<file path="config.mk">
export PLATFORM = sky130hd
export DESIGN_NAME = icache_miss_ctrl
export DESIGN_NICKNAME = d
export VERILOG_FILES = /design/src/rtl/icache_pkg.sv /design/src/rtl/icache_mshr_entry.sv /design/src/rtl/icache_miss_ctrl.sv
export SDC_FILE = /design/constraint.sdc
export NUM_CORES = 1
export LEC_CHECK = 0
export BUFFER_PORTS_ARGS = -buffer_cell sky130_fd_sc_hd__buf_2
export CAP_MARGIN = 40
export CELL_PAD_IN_SITES_DETAIL_PLACEMENT = 0
export CELL_PAD_IN_SITES_GLOBAL_PLACEMENT = 1
export CORE_ASPECT_RATIO = 1.25
export CORE_UTILIZATION = 25
export DETAILED_ROUTE_END_ITERATION = 16
export GPL_TIMING_DRIVEN = 0
export HOLD_SLACK_MARGIN = 0.1
export PLACE_DENSITY_LB_ADDON = 0.12
export SETUP_SLACK_MARGIN = 0.15
export SLEW_MARGIN = 30
export SYNTH_ARGS = -nofsm -noshare
export SYNTH_HDL_FRONTEND = slang
export SYNTH_SLANG_ARGS = --single-unit
</file>
<file path="constraint.sdc">
create_clock -name clk -period 4.46 [get_ports clk]
set_input_delay 0.892 -clock clk [delete_from_list [all_inputs] [get_ports clk]]
set_output_delay 0.892 -clock clk [all_outputs]
set_load 0.005 [all_outputs]
</file>
<file path="src/rtl/icache_pkg.sv">
// icache_pkg: shared widths, MSHR entry states and address split for the icache miss path
package icache_pkg;
    localparam int XLEN             = 32;
    localparam int NUM_WARP         = 8;
    localparam int NUM_ENTRY        = 4;
    localparam int SETIDXBITS       = 5;
    localparam int BLOCK_OFFSETBITS = 3;
    localparam int WORD_OFFSETBITS  = 2;
    localparam int OFF_BITS         = BLOCK_OFFSETBITS + WORD_OFFSETBITS;
    localparam int BA_BITS          = XLEN - OFF_BITS;
    localparam int TAG_BITS         = BA_BITS - SETIDXBITS;
    localparam int LINE_WIDTH       = XLEN << BLOCK_OFFSETBITS;
    localparam int ID_BITS          = $clog2(NUM_ENTRY);
    localparam int WID_BITS         = $clog2(NUM_WARP);

    typedef enum logic [1:0] {INVALID, WAIT_ISSUE, WAIT_RSP} entry_state_e;

    // The block address is exactly {tag, setid}, so one struct serves all three views.
    typedef struct packed {
        logic [TAG_BITS-1:0]   tag;
        logic [SETIDXBITS-1:0] setid;
    } block_addr_t;

    function automatic block_addr_t split_addr(input logic [XLEN-1:0] a);
        return block_addr_t'(a[XLEN-1:OFF_BITS]);
    endfunction
endpackage

</file>
<file path="src/rtl/icache_mshr_entry.sv">
// icache_mshr_entry: one outstanding refill block with its warp wake-up mask
module icache_mshr_entry
    import icache_pkg::*;
(
    input  logic                clk,
    input  logic                rst,
    input  logic                alloc,
    input  logic                merge,
    input  logic                issue,
    input  logic                rsp,
    input  logic [WID_BITS-1:0] wid,
    input  block_addr_t         lookup_ba,
    output entry_state_e        state,
    output block_addr_t         block_addr,
    output logic [NUM_WARP-1:0] mask,
    output logic                match
);
    logic [NUM_WARP-1:0] wid_bit;

    assign wid_bit = NUM_WARP'(1) << wid;
    assign match   = state != INVALID && block_addr == lookup_ba;

    always_ff @(posedge clk) begin
        if (rst) begin
            state      <= INVALID;
            block_addr <= '0;
            mask       <= '0;
        end else if (alloc) begin
            state      <= WAIT_ISSUE;
            block_addr <= lookup_ba;
            mask       <= wid_bit;
        end else begin
            if (merge) mask <= mask | wid_bit;
            if (issue) state <= WAIT_RSP;
            if (rsp) begin
                state <= INVALID;
                mask  <= '0;
            end
        end
    end
endmodule

</file>
<file path="src/rtl/icache_miss_ctrl.sv">
// icache_miss_ctrl: MSHR miss handler merging same-block misses into one refill read
module icache_miss_ctrl
    import icache_pkg::*;
(
    input  logic                  clk,
    input  logic                  rst,
    input  logic                  miss_valid,
    output logic                  miss_ready,
    input  logic [XLEN-1:0]       miss_addr,
    input  logic [WID_BITS-1:0]   miss_wid,
    output logic                  mem_req_valid,
    input  logic                  mem_req_ready,
    output logic [XLEN-1:0]       mem_req_addr,
    output logic [ID_BITS-1:0]    mem_req_id,
    input  logic                  mem_rsp_valid,
    input  logic [ID_BITS-1:0]    mem_rsp_id,
    input  logic [LINE_WIDTH-1:0] mem_rsp_data,
    output logic                  fill_valid,
    output logic [SETIDXBITS-1:0] fill_setid,
    output logic [TAG_BITS-1:0]   fill_tag,
    output logic [LINE_WIDTH-1:0] fill_data,
    output logic [NUM_WARP-1:0]   wakeup_mask,
    output logic                  busy
);
    block_addr_t          miss_ba;
    block_addr_t          ent_ba    [NUM_ENTRY];
    logic [NUM_WARP-1:0]  ent_mask  [NUM_ENTRY];
    entry_state_e         ent_state [NUM_ENTRY];
    logic [NUM_ENTRY-1:0] hit, free, waiting, rsp_hit, issued, alloc, merge, cand;
    logic [ID_BITS-1:0]   alloc_id, issue_id;
    logic                 accept;

    assign miss_ba = split_addr(miss_addr);
    // A block being filled this cycle is refused; the warp's refetch will hit the new line.
    assign miss_ready = !(|(hit & rsp_hit)) && (|hit || |free);
    assign accept     = miss_valid && miss_ready;
    assign cand       = waiting & ~issued;

    always_comb begin
        alloc_id = '0;
        issue_id = '0;
        for (int j = NUM_ENTRY - 1; j >= 0; j--) begin
            alloc_id = free[j] ? ID_BITS'(j) : alloc_id;
            issue_id = cand[j] ? ID_BITS'(j) : issue_id;
        end
    end

    for (genvar i = 0; i < NUM_ENTRY; i++) begin : g_ent
        assign free[i]    = ent_state[i] == INVALID;
        assign waiting[i] = ent_state[i] == WAIT_ISSUE;
        assign rsp_hit[i] = mem_rsp_valid && mem_rsp_id == ID_BITS'(i) && ent_state[i] == WAIT_RSP;
        assign issued[i]  = mem_req_valid && mem_req_ready && mem_req_id == ID_BITS'(i);
        assign merge[i]   = accept && hit[i];
        assign alloc[i]   = accept && !(|hit) && alloc_id == ID_BITS'(i);
        icache_mshr_entry u_ent (
            .clk        (clk),
            .rst        (rst),
            .alloc      (alloc[i]),
            .merge      (merge[i]),
            .issue      (issued[i]),
            .rsp        (rsp_hit[i]),
            .wid        (miss_wid),
            .lookup_ba  (miss_ba),
            .state      (ent_state[i]),
            .block_addr (ent_ba[i]),
            .mask       (ent_mask[i]),
            .match      (hit[i])
        );
    end

    // The presented request is frozen until accepted; only then is the next entry picked.
    always_ff @(posedge clk) begin
        if (rst) begin
            mem_req_valid <= 1'b0;
            mem_req_addr  <= '0;
            mem_req_id    <= '0;
        end else if (!mem_req_valid || mem_req_ready) begin
            mem_req_valid <= |cand;
            mem_req_id    <= issue_id;
            mem_req_addr  <= {ent_ba[issue_id], {OFF_BITS{1'b0}}};
        end
    end

    always_ff @(posedge clk) begin
        if (rst) begin
            fill_valid  <= 1'b0;
            fill_setid  <= '0;
            fill_tag    <= '0;
            fill_data   <= '0;
            wakeup_mask <= '0;
            busy        <= 1'b0;
        end else begin
            fill_valid  <= |rsp_hit;
            wakeup_mask <= |rsp_hit ? ent_mask[mem_rsp_id] : '0;
            if (|rsp_hit) begin
                fill_setid <= ent_ba[mem_rsp_id].setid;
                fill_tag   <= ent_ba[mem_rsp_id].tag;
                fill_data  <= mem_rsp_data;
            end
            busy <= ~&free;
        end
    end
endmodule

</file>
Yosys cells after proc, flatten, opt, wreduce, memory -nomap -nowiden
Cells that the tools add are included.
{ "word_totals": {"input_bits": 298, "regBits": 471, "out_inout_bits": 329, "word_cells": 168} }
{ "classes": {"n_lt_le_gt_ge": 2, "eq_ne": 21, "n_mux": 41, "n_bitwise": 10, "n_shift": 1, "n_reduce_logical": 64} }
{ "ops": {"columns": ["operator", "n"], "rows": [
  ["$mux W8", 14],
  ["$bmux W27 S2", 2],
  ["$eq A27 B27 Y1", 4],
  ["$mux W27", 4],
  ["$or A8 B8 Y8", 4],
  ["$logic_and A1 B1 Y1", 28],
  ["$reduce_bool A3 Y1", 8],
  ["$eq A2 B2 Y1 const B", 10],
  ["$reduce_or A4 Y1", 5],
  ["$bmux W8 S2", 1],
  ["$mux W2", 8],
  ["$eq A2 B1 Y1 const B", 7],
  ["$logic_not A2 Y1", 7],
  ["$mux W1", 12],
  ["$reduce_or A3 Y1", 4],
  ["$and A4 B4 Y4", 2],
  ["$reduce_bool A2 Y1", 4],
  ["$shl A1 B3 Y8 const A", 1],
  ["$ge A3 B3 Y1 const B", 2],
  ["$not A2 Y3", 2],
  ["$logic_not A1 Y1", 4],
  ["$not A4 Y4", 1],
  ["$reduce_and A4 Y1", 1],
  ["$logic_or A1 B1 Y1", 2],
  ["other kinds (2)", 2]
]} }

Longest topological paths before layout
Gate-level depths: netlist of the first run.
{ "logic_depth": {"ltp_word": 12, "ltp_mapped": 11, "depth_no_buf": 8} }

Hierarchy
From an unflattened synthesis of the first run, not the netlist that was laid out.
{ "unflattened": {"hier_cells": 2384, "hier_area_um2": 22331.4} }
{ "modules_own_cells": {"columns": ["module", "cells_per_inst", "instances", "area_each_um2", "seq_area_each_um2"], "rows": [
  ["icache_miss_ctrl", 1728, 1, 15805.2, 6466.2],
  ["icache_mshr_entry", 164, 4, 1631.6, 740.7]
]} }

Worst setup path after synthesis of the first run
Ideal clock, no wire load.
{ "synth_path": {"path_type": "input -> output", "startpoint": "input port miss_addr[17]", "endpoint": "output port miss_ready", "cell_stages": 8, "path_slack_ps": 1252, "arrival_ps": 2316, "required_time_ps": 3568, "n_path_buf": 1, "path_cell_list": "buf_4 > xor2_1 > or4_4 > nor4_4 > and3_1 > nor4_4 > nand2_1 > o21a_1"} }
{ "synth_between": {"elab_chain_len": 6, "word_cells_on_any_way": 14, "classes_between": "eq/ne: 4; bitwise: 1; reduce/logical: 9"} }
{ "synth_rtl": {"columns": ["element", "line_no", "text"], "rows": [
  ["from (decl)", "icache_miss_ctrl.sv:9", "input logic [XLEN-1:0] miss_addr,"],
  ["$eq A27 B27 Y1", "icache_mshr_entry.sv:21", "assign match = state != INVALID && block_addr == lookup_ba;"],
  ["$logic_and A1 B1 Y1", "icache_mshr_entry.sv:21", null],
  ["$and A4 B4 Y4", "icache_miss_ctrl.sv:35", "assign miss_ready = !(|(hit & rsp_hit)) && (|hit || |free);"],
  ["$reduce_or A4 Y1", "icache_miss_ctrl.sv:35", null],
  ["$logic_not A1 Y1", "icache_miss_ctrl.sv:35", null],
  ["$logic_and A1 B1 Y1 *", "icache_miss_ctrl.sv:35", null],
  ["to (decl)", "icache_miss_ctrl.sv:8", "output logic miss_ready,"]
]} }
Every way passes the cells marked *; elsewhere a longest branch is shown, timed or not.

Final worst setup path of the first run
{ "layout_path": {"startpoint": "input port miss_addr[27]", "endpoint": "output port miss_ready"} }
The elaborated chain is that of the path after synthesis.

==> qor.yml, run 1 <==
status:
  status: "finished, final reports clean"
critical_path:
  crit_type: "input pin to output pin"
  rr_startpoint: "g_ent[1].u_ent.block_addr[22]"
  r2r_end: "g_ent[3].u_ent.mask[3]"
  reg2reg_slack_ns: 1.30
  slowest_stage: "nor4_1"
  crit_start: "miss_addr[27]"
  crit_path_end: "miss_ready"
  cp_max_fo: 8
  worstRegToRegCells: 9
  crit_buf_inv: 2
  worstPathCellList: "buf_2, xor2_1, nor4_1, nand4_1, nor3b_2, nor4_4, nand2_1, o21a_1, buf_2"
  end_kind: "output pin"
  start_kind: "input pin"
  crit_cells: 9
  cp.required_ns: 3.57
  worstPathArrival_ns: 3.30
  path_common_cell: "buf_2"
  crit_family: "simple AND/OR/NAND/NOR gates"
  max_stage_delay_ns: 0.71
global_routing:
  grt_start_max_net_pins: 14
  track_usage: 0.226
  antenna_found_initial: 36
  grt_overflow_total: 0
  grt_pass1_wl_mm: 132
  grt_pass1_vias: 18800
finish:
  drive_above_1_share: 0.259
  nFillCells: 8484
  fin_area_um2: 26100
  area_growth_pct: 31.4
  fin_cells: 4130
  nets: 3318
detailed_routing:
  firstDrtPassIters: 5
  avgViaCountPerCell: 4.66
  dr_total_vias: 19300
  drt-total-wl_mm: 95.0
  wl_per_cell_um: 23.0
  drtIter0Drc: 1048
  drcViolationCount: 0
  ant_nets: 0
cts:
  cts_made_buffers: 55
  root_buffer: "clkbuf_16"
  hold_buffers: 0
  htreeDepth: 2
  clock_latency_ns: 0.62
  cts_tree: "built"
  clockBufferDepth: 3
  cts_setup_buffers: 0
  cts_sinks: 471
  post_cts_resized: 0
  path_clk_slew_ns: 0.06
timing:
  hold_violations: 0
  timing.final.crit_period_ns: 4.20
  finalSetupTns_ns: 0
  tightestPinTransition_ns: 0.871
  drv_slew: 0
  finalClockSkew_ns: 0.0176
  fin_crit_sh: 0.941
  fmax_ghz: 0.238
  finalSetupViolations: 0
  rsz0062_at_grt: "false"
  relSlewSlack: 0.419
pwr:
  pwr-share-clk: 0.470
  peakVddDrop_mv: 0.231
  netSwitchingFraction: 0.254
  p_int_mw: 7.34
  p_leak_nw: 11.3
  total_power_mw: 9.84
  combPwrFrac: 0.088
  pwr-share-seq: 0.442
  p_sw_mw: 2.50
  powerDensity_nw_per_um2: 377
logic_synthesis:
  ys_types: 60
  ys.flop_type: "dfxtp_1"
  synth-edff-count: 0
  synthArstFlopShare: 0
  netlist_area_um2: 19800
  postSynthCellCount: 2361
  syn_area_per_cell_um2: 8.40
  yosysWarnings: 0
  ys_seq_area_frac: 0.475
  ys_ff_latch: 471
floorplanning:
  dieArea_um2: 80500
  die_h_um: 317
  start_util: 0.252
  core_area_um2: 78600
  rows: 115
  die_width_um: 254
  io_pins: 627
placed_design:
  hpwl_mm: 76.1
  io_buffers: 585
  place.gp.congestion: 0.908
  dpl_cell_area_um2: 24200
  place_inst: 4014
hold_path:
  hold_class: "flip-flop to flip-flop"
job:
  maxCapViolations: 0
[power by group through the flow]
stage	Clock [mW]	Sequential [mW]	Combinational, mW
global placement	0	4.44	0.867
floorplan	0	4.43	0.454
CTS	4.77	4.35	0.875
finish	4.62	4.35	0.865
global route	4.91	4.36	0.928
detailed placement	0	4.44	0.872
[synthesized netlist by cell type (all sizes together) (2+ instances only)]
library cell / instances / share of area
a21oi: 319 / 0.081
a32o: 9 / 0.0046
and2: 10 / 0.0032
and3: 2 / 0.00063
and4: 2 / 0.0010
buf: 65 / 0.024
clkbuf: 132 / 0.025
dfxtp: 471 / 0.48
inv: 3 / 0.00057
mux2i: 120 / 0.061
mux4: 35 / 0.040
nand2: 730 / 0.14
nand2b: 7 / 0.0026
nand3: 88 / 0.023
nand4: 12 / 0.0041
nand4b: 12 / 0.0056
nor2: 132 / 0.025
nor2b: 14 / 0.0044
nor3: 11 / 0.0038
nor3b: 5 / 0.0021
nor4: 24 / 0.0091
nor4b: 2 / 0.0012
o211a: 3 / 0.0015
o211ai: 8 / 0.0030
o21ai: 5 / 0.0013
o22ai: 11 / 0.0035
o311ai: 2 / 0.00088
o32ai: 2 / 0.0016
or3: 5 / 0.0016
or4: 2 / 0.00095
xnor2: 32 / 0.014
xor2: 76 / 0.034
[routing by layer]
layer / global-route usage / vias to the layer above / share of wire
met5: 0 / - / 0.00081
met4: 0.103 / 10 / 0.043
met3: 0.0480 / 187 / 0.059
met2: 0.423 / 648 / 0.53
met1: 0.241 / 9205 / 0.37
li1: - / 9215 / -
[cells in the final DEF, fill, tap and decap left out, types with 11 or more instances in the layout]
cell       instances
nor2b_1           14
nand4_1           11
nand3_1           86
clkbuf_1         145
nor2_1           132
buf_4             36
a21oi_1          319
mux4_2            35
buf_1             11
dfxtp_1          471
mux2i_1          120
nand4b_1          11
diode_2           16
nor4_1            22
xor2_1            76
buf_2            598
nand2_1          729
buf_6             12
xnor2_1           32
clkbuf_16         57
[worst min path at each step]
| stage | end | slack (ns) | start | depth (start not counted) |
|---|---|---|---|---|
| final | fill_data[101] | 0.45 | fill_data[101] | 2 |
| after global routing | fill_data[156] | 0.46 | fill_data[156] | 2 |
| after CTS | fill_data[125] | 0.45 | fill_data[125] | 2 |
| after detailed placement | fill_data[101] | 0.44 | fill_data[101] | 2 |
| after global placement | fill_data[159] | 0.44 | fill_data[159] | 2 |
| after floorplan | g_ent[1].u_ent.mask[7] | 0.44 | g_ent[1].u_ent.mask[7] | 2 |
[registers in the layout, indices dropped and copies added, names as in the netlist]
name,flops
mem_req_valid,1
busy,1
fill_setid,5
fill_data,256
g_ent.u_ent.state,8
mem_req_addr,27
wakeup_mask,8
fill_tag,22
fill_valid,1
mem_req_id,2
g_ent.u_ent.block_addr,108
g_ent.u_ent.mask,32
[final cells by class]
class / count / area (um^2) / area share
Multi-Input combinational cell: 1694 / 9440 / 0.362
Sequential cell: 471 / 9430 / 0.362
Timing Repair Buffer: 598 / 3040 / 0.117
Clock buffer: 82 / 1620 / 0.0622
Tap cell: 1053 / 1320 / 0.0506
Buffer: 197 / 973 / 0.0374
Clock inverter: 16 / 186 / 0.00715
Antenna cell: 16 / 40.0 / 0.00154
Inverter: 3 / 11.3 / 0.000432
[logic make-up after synthesis]
| logic type | share of synthesized area |
|---|---|
| muxes | 0.100 |
| xor gates and xnor gates | 0.0477 |
| DFF | 0.475 |
| buffers and inverters | 0.0495 |
| other | 0.000189 |
| AOI/OAI and AO/OA | 0.0998 |
| and+or+nand+nor | 0.227 |
[worst min-delay path, stage by stage (launching register included)]
cell     delay [ns]
dfxtp_1        0.30
nand2_1        0.05
a21oi_1        0.05
[per-stage QoR]
step / hold slack (ns) / setup WS [ns] / util
after floorplan: 0.444 / 1.25 / -
after global placement: 0.438 / 0.112 / 0.307
after detailed placement: 0.441 / 0.326 / 0.308
after CTS: 0.449 / 0.323 / 0.331
after global routing: 0.462 / 0.199 / 0.332
final: 0.448 / 0.263 / 0.332
No activity file was read; power rests on OpenSTA's default activity.
==> run 2: changes to the inputs <==
--- a/config.mk
+++ b/config.mk
@@ -9,9 +9,9 @@
 export CAP_MARGIN = 40
 export CELL_PAD_IN_SITES_DETAIL_PLACEMENT = 0
 export CELL_PAD_IN_SITES_GLOBAL_PLACEMENT = 1
-export CORE_ASPECT_RATIO = 1.25
-export CORE_UTILIZATION = 25
+export CORE_AREA = 2 2 247 249
 export DETAILED_ROUTE_END_ITERATION = 16
+export DIE_AREA = 0 0 249 251
 export GPL_TIMING_DRIVEN = 0
 export HOLD_SLACK_MARGIN = 0.1
 export PLACE_DENSITY_LB_ADDON = 0.12
==> qor.yml, run 2 (synthesis gave the netlist of run 1 again) <==
finish:
  fin_area_um2: 25700  # was 26100 um^2
  largest_reg_flops: 256  # unchanged
  multiInputGateArea_um2: 9450  # was 9440 um^2
  drive_above_1_share: 0.261  # was 0.259
  largest-register: "fill_data"  # unchanged
  register_area_um2: 9430  # unchanged
  area_growth_pct: 29.6  # was 31.4%
  nets: 3313  # was 3318
  nFillCells: 6255  # was 8484
  final_common_cell: "nand2_1"  # unchanged
  final_cell_mix: "nand2_1, buf_2, dfxtp_1"  # unchanged
  largest_registers: "fill_data x256, g_ent.u_ent.block_addr x108, g_ent.u_ent.mask x32"  # unchanged
detailed_routing:
  wl_met1_mm: 35.8  # was 35.3 mm
  avgViaCountPerCell: 5.08  # was 4.66
  routed.top_layer: "met5"  # unchanged
  met3WireLength_mm: 7.04  # was 5.65 mm
  route.met2.wl_mm: 45.9  # was 49.9 mm
  drcViolationCount: 0  # unchanged
  ant_nets: 0  # unchanged
  wl_per_cell_um: 24.4  # was 23.0 um
  firstDrtPassIters: 7  # was 5
  drtIter0Drc: 1465  # was 1048
  dr_total_vias: 19600  # was 19300
  drt-total-wl_mm: 94.0  # was 95.0 mm
critical_path:
  slowest_stage: "nor4_1"  # unchanged
  max_stage_delay_ns: 0.47  # was 0.71 ns
  crit_family: "simple AND/OR/NAND/NOR gates"  # unchanged
  crit_buf_inv: 2  # unchanged
  path_common_cell: "buf_2"  # unchanged
  start_kind: "input pin"  # unchanged
  end_kind: "output pin"  # unchanged
  cp_max_fo: 8  # unchanged
  worstPathArrival_ns: 3.02  # was 3.30 ns
  cp.required_ns: 3.57  # about the same
  worstPathCellList: "buf_2, xor2_1, nor4_1, nand4_1, nor3b_2, nor4_4, nand2_1, o21a_1, buf_2"  # unchanged
  crit_type: "input pin to output pin"  # unchanged
  worstRegToRegCells: 7  # was 9
  crit_cells: 9  # unchanged
timing:
  finalSetupTns_ns: 0  # unchanged
  finalWorstSetupSlack_ns: 0.552  # was 0.263 ns
  finalClockSkew_ns: 0.0166  # was 0.0176 ns
  tightestPinTransition_ns: 0.906  # was 0.871 ns
  drv_slew: 0  # unchanged
  rsz0062_at_grt: "false"  # unchanged
  hold_violations: 0  # unchanged
  timing.final.crit_period_ns: 3.91  # was 4.20 ns
  fin_crit_sh: 0.876  # was 0.941
  finalSetupViolations: 0  # unchanged
  fmax_ghz: 0.256  # was 0.238 GHz
  relSlewSlack: 0.396  # was 0.419
  hold_slack_ns: 0.448  # about the same
cts:
  clockBufferDepth: 3  # unchanged
  clock_latency_ns: 0.62  # about the same
  cts_made_buffers: 53  # was 55
  htreeDepth: 2  # unchanged
  cts_tree: "built"  # unchanged
  root_buffer: "clkbuf_16"  # unchanged
  hold_buffers: 0  # unchanged
  path_clk_slew_ns: 0.06  # about the same
  cts_setup_buffers: 0  # unchanged
  post_cts_resized: 0  # unchanged
  cts_sinks: 471  # unchanged
job:
  maxCapViolations: 0  # unchanged
pwr:
  powerDensity_nw_per_um2: 381  # was 377 nW/um^2
  p_leak_nw: 11.3  # about the same
  peakVddDrop_mv: 0.260  # was 0.231 mV
  netSwitchingFraction: 0.256  # was 0.254
  p_sw_mw: 2.51  # was 2.50 mW
  pwr-share-seq: 0.445  # was 0.442
  p_int_mw: 7.28  # was 7.34 mW
  combPwrFrac: 0.089  # was 0.088
  pwr-share-clk: 0.466  # was 0.470
status:
  status: "finished, final reports clean"  # unchanged
global_routing:
  grt_pass1_vias: 18900  # was 18800
  grt_start_max_net_pins: 14  # unchanged
  grt_overflow_total: 0  # unchanged
  antenna_found_initial: 31  # was 36
  track_usage: 0.291  # was 0.226
  grt_pass1_wl_mm: 134  # was 132 mm
placed_design:
  place_ws_ns: 0.376  # was 0.326 ns
  dpl_cell_area_um2: 23800  # was 24200 um^2
  hpwl_mm: 76.2  # was 76.1 mm
  place.gp.congestion: 0.945  # was 0.908
  io_buffers: 585  # unchanged
floorplanning:
  die_h_um: 251  # was 317 um
  io_pins: 627  # unchanged
  start_util: 0.332  # was 0.252
  core_area_um2: 59800  # was 78600 um^2
  dieArea_um2: 62500  # was 80500 um^2
  rows: 90  # was 115
  die_width_um: 249  # was 254 um
hold_path:
  min_path_cells: 2  # unchanged
  hold_class: "flip-flop to flip-flop"  # unchanged
[run 2: cell count changes in the layout (fill, tap and decap cells not counted), moves of 2 or more]
cell        previous run  this run
clkbuf_1             145       138
clkbuf_16             57        54
clkbuf_2               3         0
clkbuf_8              10        13
clkinv_2              10        16
clkinvlp_4             1         3
diode_2               16        19
[run 2: through the flow]
stage                util  cells  power [mW]
floorplan               -   2365        4.88
global placement    0.397   3732        5.30
detailed placement  0.399   3742        5.32
CTS                 0.429   3840        9.87
global route        0.429   3850        10.1
finish              0.430   3859        9.79
[run 2: worst paths after layout]
check | from | to | slack, ns
max | miss_addr[12] | miss_ready | 0.55
min | mem_req_addr[31] | mem_req_addr[31] | 0.45
max reg2reg | g_ent[0].u_ent.state[1] | fill_setid[4] | 1.26
min reg2reg | mem_req_addr[31] | mem_req_addr[31] | 0.45
[run 2: final cells by class]
cell class / instances / area share
antenna: 19 / 0.00185
inverter: 3 / 0.000438
sequential: 471 / 0.367
buffer: 197 / 0.0377
multi-input combinational: 1694 / 0.368
timing repair buffer: 595 / 0.117
clock inverter: 25 / 0.00964
tap: 782 / 0.0381
clock buffer: 73 / 0.0604
[run 2: layer usage]
metal / vias to the layer above / track usage
met5: - / 0
li1: 9218 / -
met3: 185 / 0.0636
met1: 9383 / 0.336
met4: 14 / 0.159
met2: 788 / 0.502
[run 2: power by group through the flow]
stage / Clock [mW] / Combinational, mW / Sequential, mW
floorplan: 0 / 0.454 / 4.43
global placement: 0 / 0.862 / 4.44
detailed placement: 0 / 0.872 / 4.44
CTS: 4.64 / 0.876 / 4.35
global route: 4.79 / 0.931 / 4.36
finish: 4.56 / 0.874 / 4.35
[run 2: worst min-delay path, delay by kind of cell, from the launching register on]
| family | cells | cell delay (ns) |
|---|---|---|
| and+or+nand+nor | 1 | 0.05 |
| AOI/OAI and AO/OA | 1 | 0.05 |
| DFF | 1 | 0.30 |
==> run 3: changes to the inputs <==
==> config.mk (replaced) <==
export PLATFORM = sky130hd
export DESIGN_NAME = icache_miss_ctrl
export DESIGN_NICKNAME = d
export VERILOG_FILES = /design/src/rtl/icache_pkg.sv /design/src/rtl/icache_mshr_entry.sv /design/src/rtl/icache_miss_ctrl.sv
export SDC_FILE = /design/constraint.sdc
export NUM_CORES = 1
export LEC_CHECK = 0
export CAP_MARGIN = 40
export CELL_PAD_IN_SITES_DETAIL_PLACEMENT = 1
export CELL_PAD_IN_SITES_GLOBAL_PLACEMENT = 1
export CORE_AREA = 2 2 246 248
export DETAILED_ROUTE_END_ITERATION = 16
export DIE_AREA = 0 0 248 250
export DONT_BUFFER_PORTS = 1
export GPL_TIMING_DRIVEN = 0
export HOLD_SLACK_MARGIN = 0.1
export PLACE_DENSITY_LB_ADDON = 0.12
export SETUP_SLACK_MARGIN = 0.15
export SLEW_MARGIN = 30
export SYNTH_ARGS = -nofsm -noshare
export SYNTH_HDL_FRONTEND = slang
export SYNTH_HIERARCHICAL = 1
export SYNTH_SLANG_ARGS = --single-unit
==> qor.yml, run 3 <==
logic_synthesis:
  synth_area_leader_cell: "dfxtp_1"  # unchanged
  synth_top_cells_by_count: "dfxtp_1, o31ai_1, nand4_1"  # was nand2_1, dfxtp_1, a21oi_1
  yosys.area_share.xor_xnor: 0.0424  # was 0.0477
  synth_fa_ha_area_frac: 0  # unchanged
  muxShareOfSynthArea: 0.0837  # was 0.100
  postSynthCellCount: 2384  # was 2361
  ys_types: 63  # was 60
  synth-edff-count: 0  # unchanged
  synth_compound_gate_area_share: 0.236  # was 0.0998
  synth_top_area_share: 0.422  # was 0.475
  yosysMostFrequentCell: "dfxtp_1"  # was nand2_1
  ys_top_cells_by_area: "dfxtp_1, o31ai_1, nand4_1, a21oi_1, mux2i_1"  # was dfxtp_1, nand2_1, a21oi_1, mux2i_1, mux4_2
  yosysWarnings: 6  # was 0
  ys_seq_area_frac: 0.422  # was 0.475
  netlist_area_um2: 22300  # was 19800 um^2
  synth_top_family_by_area: "compound AO/OA/AOI/OAI gates"  # was simple AND/OR/NAND/NOR gates
  synthArstFlopShare: 0  # unchanged
  ys.flop_type: "dfxtp_1"  # unchanged
  yosys.area_share.simple: 0.146  # was 0.227
  syn_area_per_cell_um2: 9.37  # was 8.40 um^2
  ys_ff_latch: 471  # unchanged
timing:
  finalSetupViolations: 0  # unchanged
  fmax_ghz: 0.244  # was 0.256 GHz
  finalClockSkew_ns: 0.0389  # was 0.0166 ns
  timing.final.crit_period_ns: 4.09  # was 3.91 ns
  fin_crit_sh: 0.918  # was 0.876
  hold_violations: 0  # unchanged
  finalSetupTns_ns: 0  # unchanged
  drv_slew: 0  # unchanged
  tightestPinTransition_ns: 0.843  # was 0.906 ns
  rsz0062_at_grt: "false"  # unchanged
  relSlewSlack: 0.438  # was 0.396
critical_path:
  cp.required_ns: 3.57  # about the same
  end_kind: "output pin"  # unchanged
  crit_buf_inv: 0  # was 2
  crit_family: "simple AND/OR/NAND/NOR gates"  # unchanged
  crit_type: "flip-flop to output pin"  # was input pin to output pin
  slowest_stage: "nor4_2"  # was nor4_1
  max_stage_delay_ns: 0.49  # was 0.47 ns
  worstPathArrival_ns: 3.20  # was 3.02 ns
  crit_path_end: "miss_ready"  # unchanged
  path_common_cell: "nor4_1"  # was buf_2
  worstRegToRegCells: 13  # was 7
  start_kind: "flip-flop"  # was input pin
  r2r_end: "g_ent[0].u_ent/block_addr[7]"  # was fill_setid[4]
  rr_startpoint: "g_ent[0].u_ent/block_addr[0]"  # was g_ent[0].u_ent.state[1]
  worstPathCellList: "xor2_1, nor4_1, nand4_1, nor4_2, nor4_1, nor2b_1, a221oi_2"  # was buf_2, xor2_1, nor4_1, nand4_1, nor3b_2, nor4_4, nand2_1, o21a_1, buf_2
  crit_start: "g_ent[0].u_ent/block_addr[0]"  # was miss_addr[12]
  cp_max_fo: 5  # was 8
  crit_cells: 7  # was 9
  reg2reg_slack_ns: 0.73  # was 1.26 ns
finish:
  final_cell_mix: "dfxtp_1, o31ai_1, nand4_1"  # was nand2_1, buf_2, dfxtp_1
  nFillCells: 6778  # was 6255
  register_area_um2: 9430  # unchanged
  largest-register: "fill_data"  # unchanged
  nets: 2752  # was 3313
  drive_above_1_share: 0.128  # was 0.261
  fin_cells: 3283  # was 3859
  area_growth_pct: 13.0  # was 29.6%
  fin_util: 0.424  # was 0.430
  multiInputGateArea_um2: 11400  # was 9450 um^2
  final_common_cell: "dfxtp_1"  # was nand2_1
  largest_reg_flops: 256  # unchanged
  largest_registers: "fill_data x256, g_ent.u_ent/block_addr x108, g_ent.u_ent/mask x32"  # was fill_data x256, g_ent.u_ent.block_addr x108, g_ent.u_ent.mask x32
detailed_routing:
  ant_nets: 0  # unchanged
  drtIter0Drc: 1871  # was 1465
  wl_per_cell_um: 32.9  # was 24.4 um
  drcViolationCount: 0  # unchanged
  dr_total_vias: 21400  # was 19600
  avgViaCountPerCell: 6.51  # was 5.08
  drt-total-wl_mm: 108  # was 94.0 mm
  firstDrtPassIters: 5  # was 7
placed_design:
  place.gp.congestion: 0.973  # was 0.945
  io_buffers: 0  # was 585
  place_inst: 3178  # was 3742
  hpwl_mm: 82.0  # was 76.2 mm
status:
  status: "finished, final reports clean"  # unchanged
floorplanning:
  die_h_um: 250  # was 251 um
  dieArea_um2: 62000  # was 62500 um^2
  rows: 90  # unchanged
  core_area_um2: 59600  # was 59800 um^2
  io_pins: 627  # unchanged
  start_util: 0.375  # was 0.332
  die_width_um: 248  # was 249 um
pwr:
  powerDensity_nw_per_um2: 387  # was 381 nW/um^2
  netSwitchingFraction: 0.259  # was 0.256
  p_int_mw: 7.24  # was 7.28 mW
  pwr-share-seq: 0.452  # was 0.445
  p_sw_mw: 2.54  # was 2.51 mW
  p_leak_nw: 9.24  # was 11.3 nW
  peakVddDrop_mv: 0.304  # was 0.260 mV
  total_power_mw: 9.78  # was 9.79 mW
  pwr-share-clk: 0.469  # was 0.466
  combPwrFrac: 0.080  # was 0.089
global_routing:
  track_usage: 0.333  # was 0.291
  antenna_found_initial: 20  # was 31
  grt_overflow_total: 0  # unchanged
  grt_pass1_wl_mm: 153  # was 134 mm
  grt_pass1_vias: 21200  # was 18900
  grt_start_max_net_pins: 21  # was 14
hold_path:
  min_path_cells: 2  # unchanged
  hold_class: "input pin to flip-flop"  # was flip-flop to flip-flop
cts:
  clockBufferDepth: 3  # unchanged
  root_buffer: "clkbuf_16"  # unchanged
  hold_buffers: 0  # unchanged
  cts_tree: "built"  # unchanged
  cts_sinks: 471  # unchanged
  htreeDepth: 2  # unchanged
  path_clk_slew_ns: 0.06  # about the same
  clock_latency_ns: 0.65  # was 0.62 ns
  cts_made_buffers: 55  # was 53
job:
  maxCapViolations: 0  # unchanged
[run 3: changes by cell type in the layout (fill, tap and decap cells not counted), moves of 40 or more]
| cell | previous run | this run |
|---|---|---|
| buf_2 | 598 | 103 |
| nand2_1 | 729 | 6 |
| nand3_1 | 86 | 1 |
| nand4_1 | 11 | 300 |
| nor2_1 | 132 | 172 |
| o31ai_1 | 1 | 309 |
[run 3: layer usage]
metal  vias to the layer above  routed length (um)  global-route usage  share of wire
met5                         -                 175                   0         0.0016
met4                        28                4770               0.143          0.044
met3                       258               12700               0.134           0.12
met2                       983               48300               0.516           0.45
met1                     10700               42000               0.406           0.39
li1                       9356                   -                   -              -
[run 3: area by class of cell]
type | instances | area share
multi-input combinational | 1603 | 0.450
sequential | 471 | 0.374
clock buffer | 83 | 0.0646
buffer | 303 | 0.0600
tap | 782 | 0.0388
clock inverter | 16 | 0.00689
timing repair buffer | 9 | 0.00372
inverter | 11 | 0.00164
antenna | 5 | 0.000496
[run 3: how the worst min path moves through the flow]
| stage | from | to | slack [ns] |
|---|---|---|---|
| floorplan | g_ent[2].u_ent/mask[3] | g_ent[2].u_ent/mask[3] | 0.45 |
| global placement | g_ent[3].u_ent/mask[7] | g_ent[3].u_ent/mask[7] | 0.46 |
| detailed placement | fill_data[39] | fill_data[39] | 0.48 |
| CTS | mem_rsp_data[39] | fill_data[39] | 0.36 |
| global route | mem_rsp_data[238] | fill_data[238] | 0.39 |
| finish | mem_rsp_data[39] | fill_data[39] | 0.39 |
[run 3: repair_timing]
| action | 4_1_cts | 5_1_grt |
|---|---|---|
| endpoints found under the hold margin | 0 | 0 |
| gates resized for setup | 0 | 1 |
| setup buffers | 0 | 0 |
| endpoints found under the setup margin | 0 | 1 |
[run 3: cell families (layout without fill, tap and decap cells)]
group	after synthesis	count (layout)
compound gates	767	767
xor+xnor	108	108
buf+inv	314	422
flops	471	471
mux	143	143
other cells	1	10
simple gates	580	580
[run 3: through the flow]
step	hold slack (ns)	setup WS [ns]	cell area (um^2)
after floorplan	0.448	1.21	22300
after global placement	0.465	0.428	23300
after detailed placement	0.480	0.379	23400
after CTS	0.363	0.293	25200
after global routing	0.390	0.203	25200
final	0.391	0.367	25200
[run 3: power by group through the flow]
stage / Clock [mW] / Sequential (mW) / Combinational (mW)
after global placement: 0 / 4.50 / 0.746
after floorplan: 0 / 4.45 / 0.519
after detailed placement: 0 / 4.51 / 0.763
after global routing: 4.82 / 4.42 / 0.822
final: 4.58 / 4.42 / 0.779
after CTS: 4.64 / 4.42 / 0.768
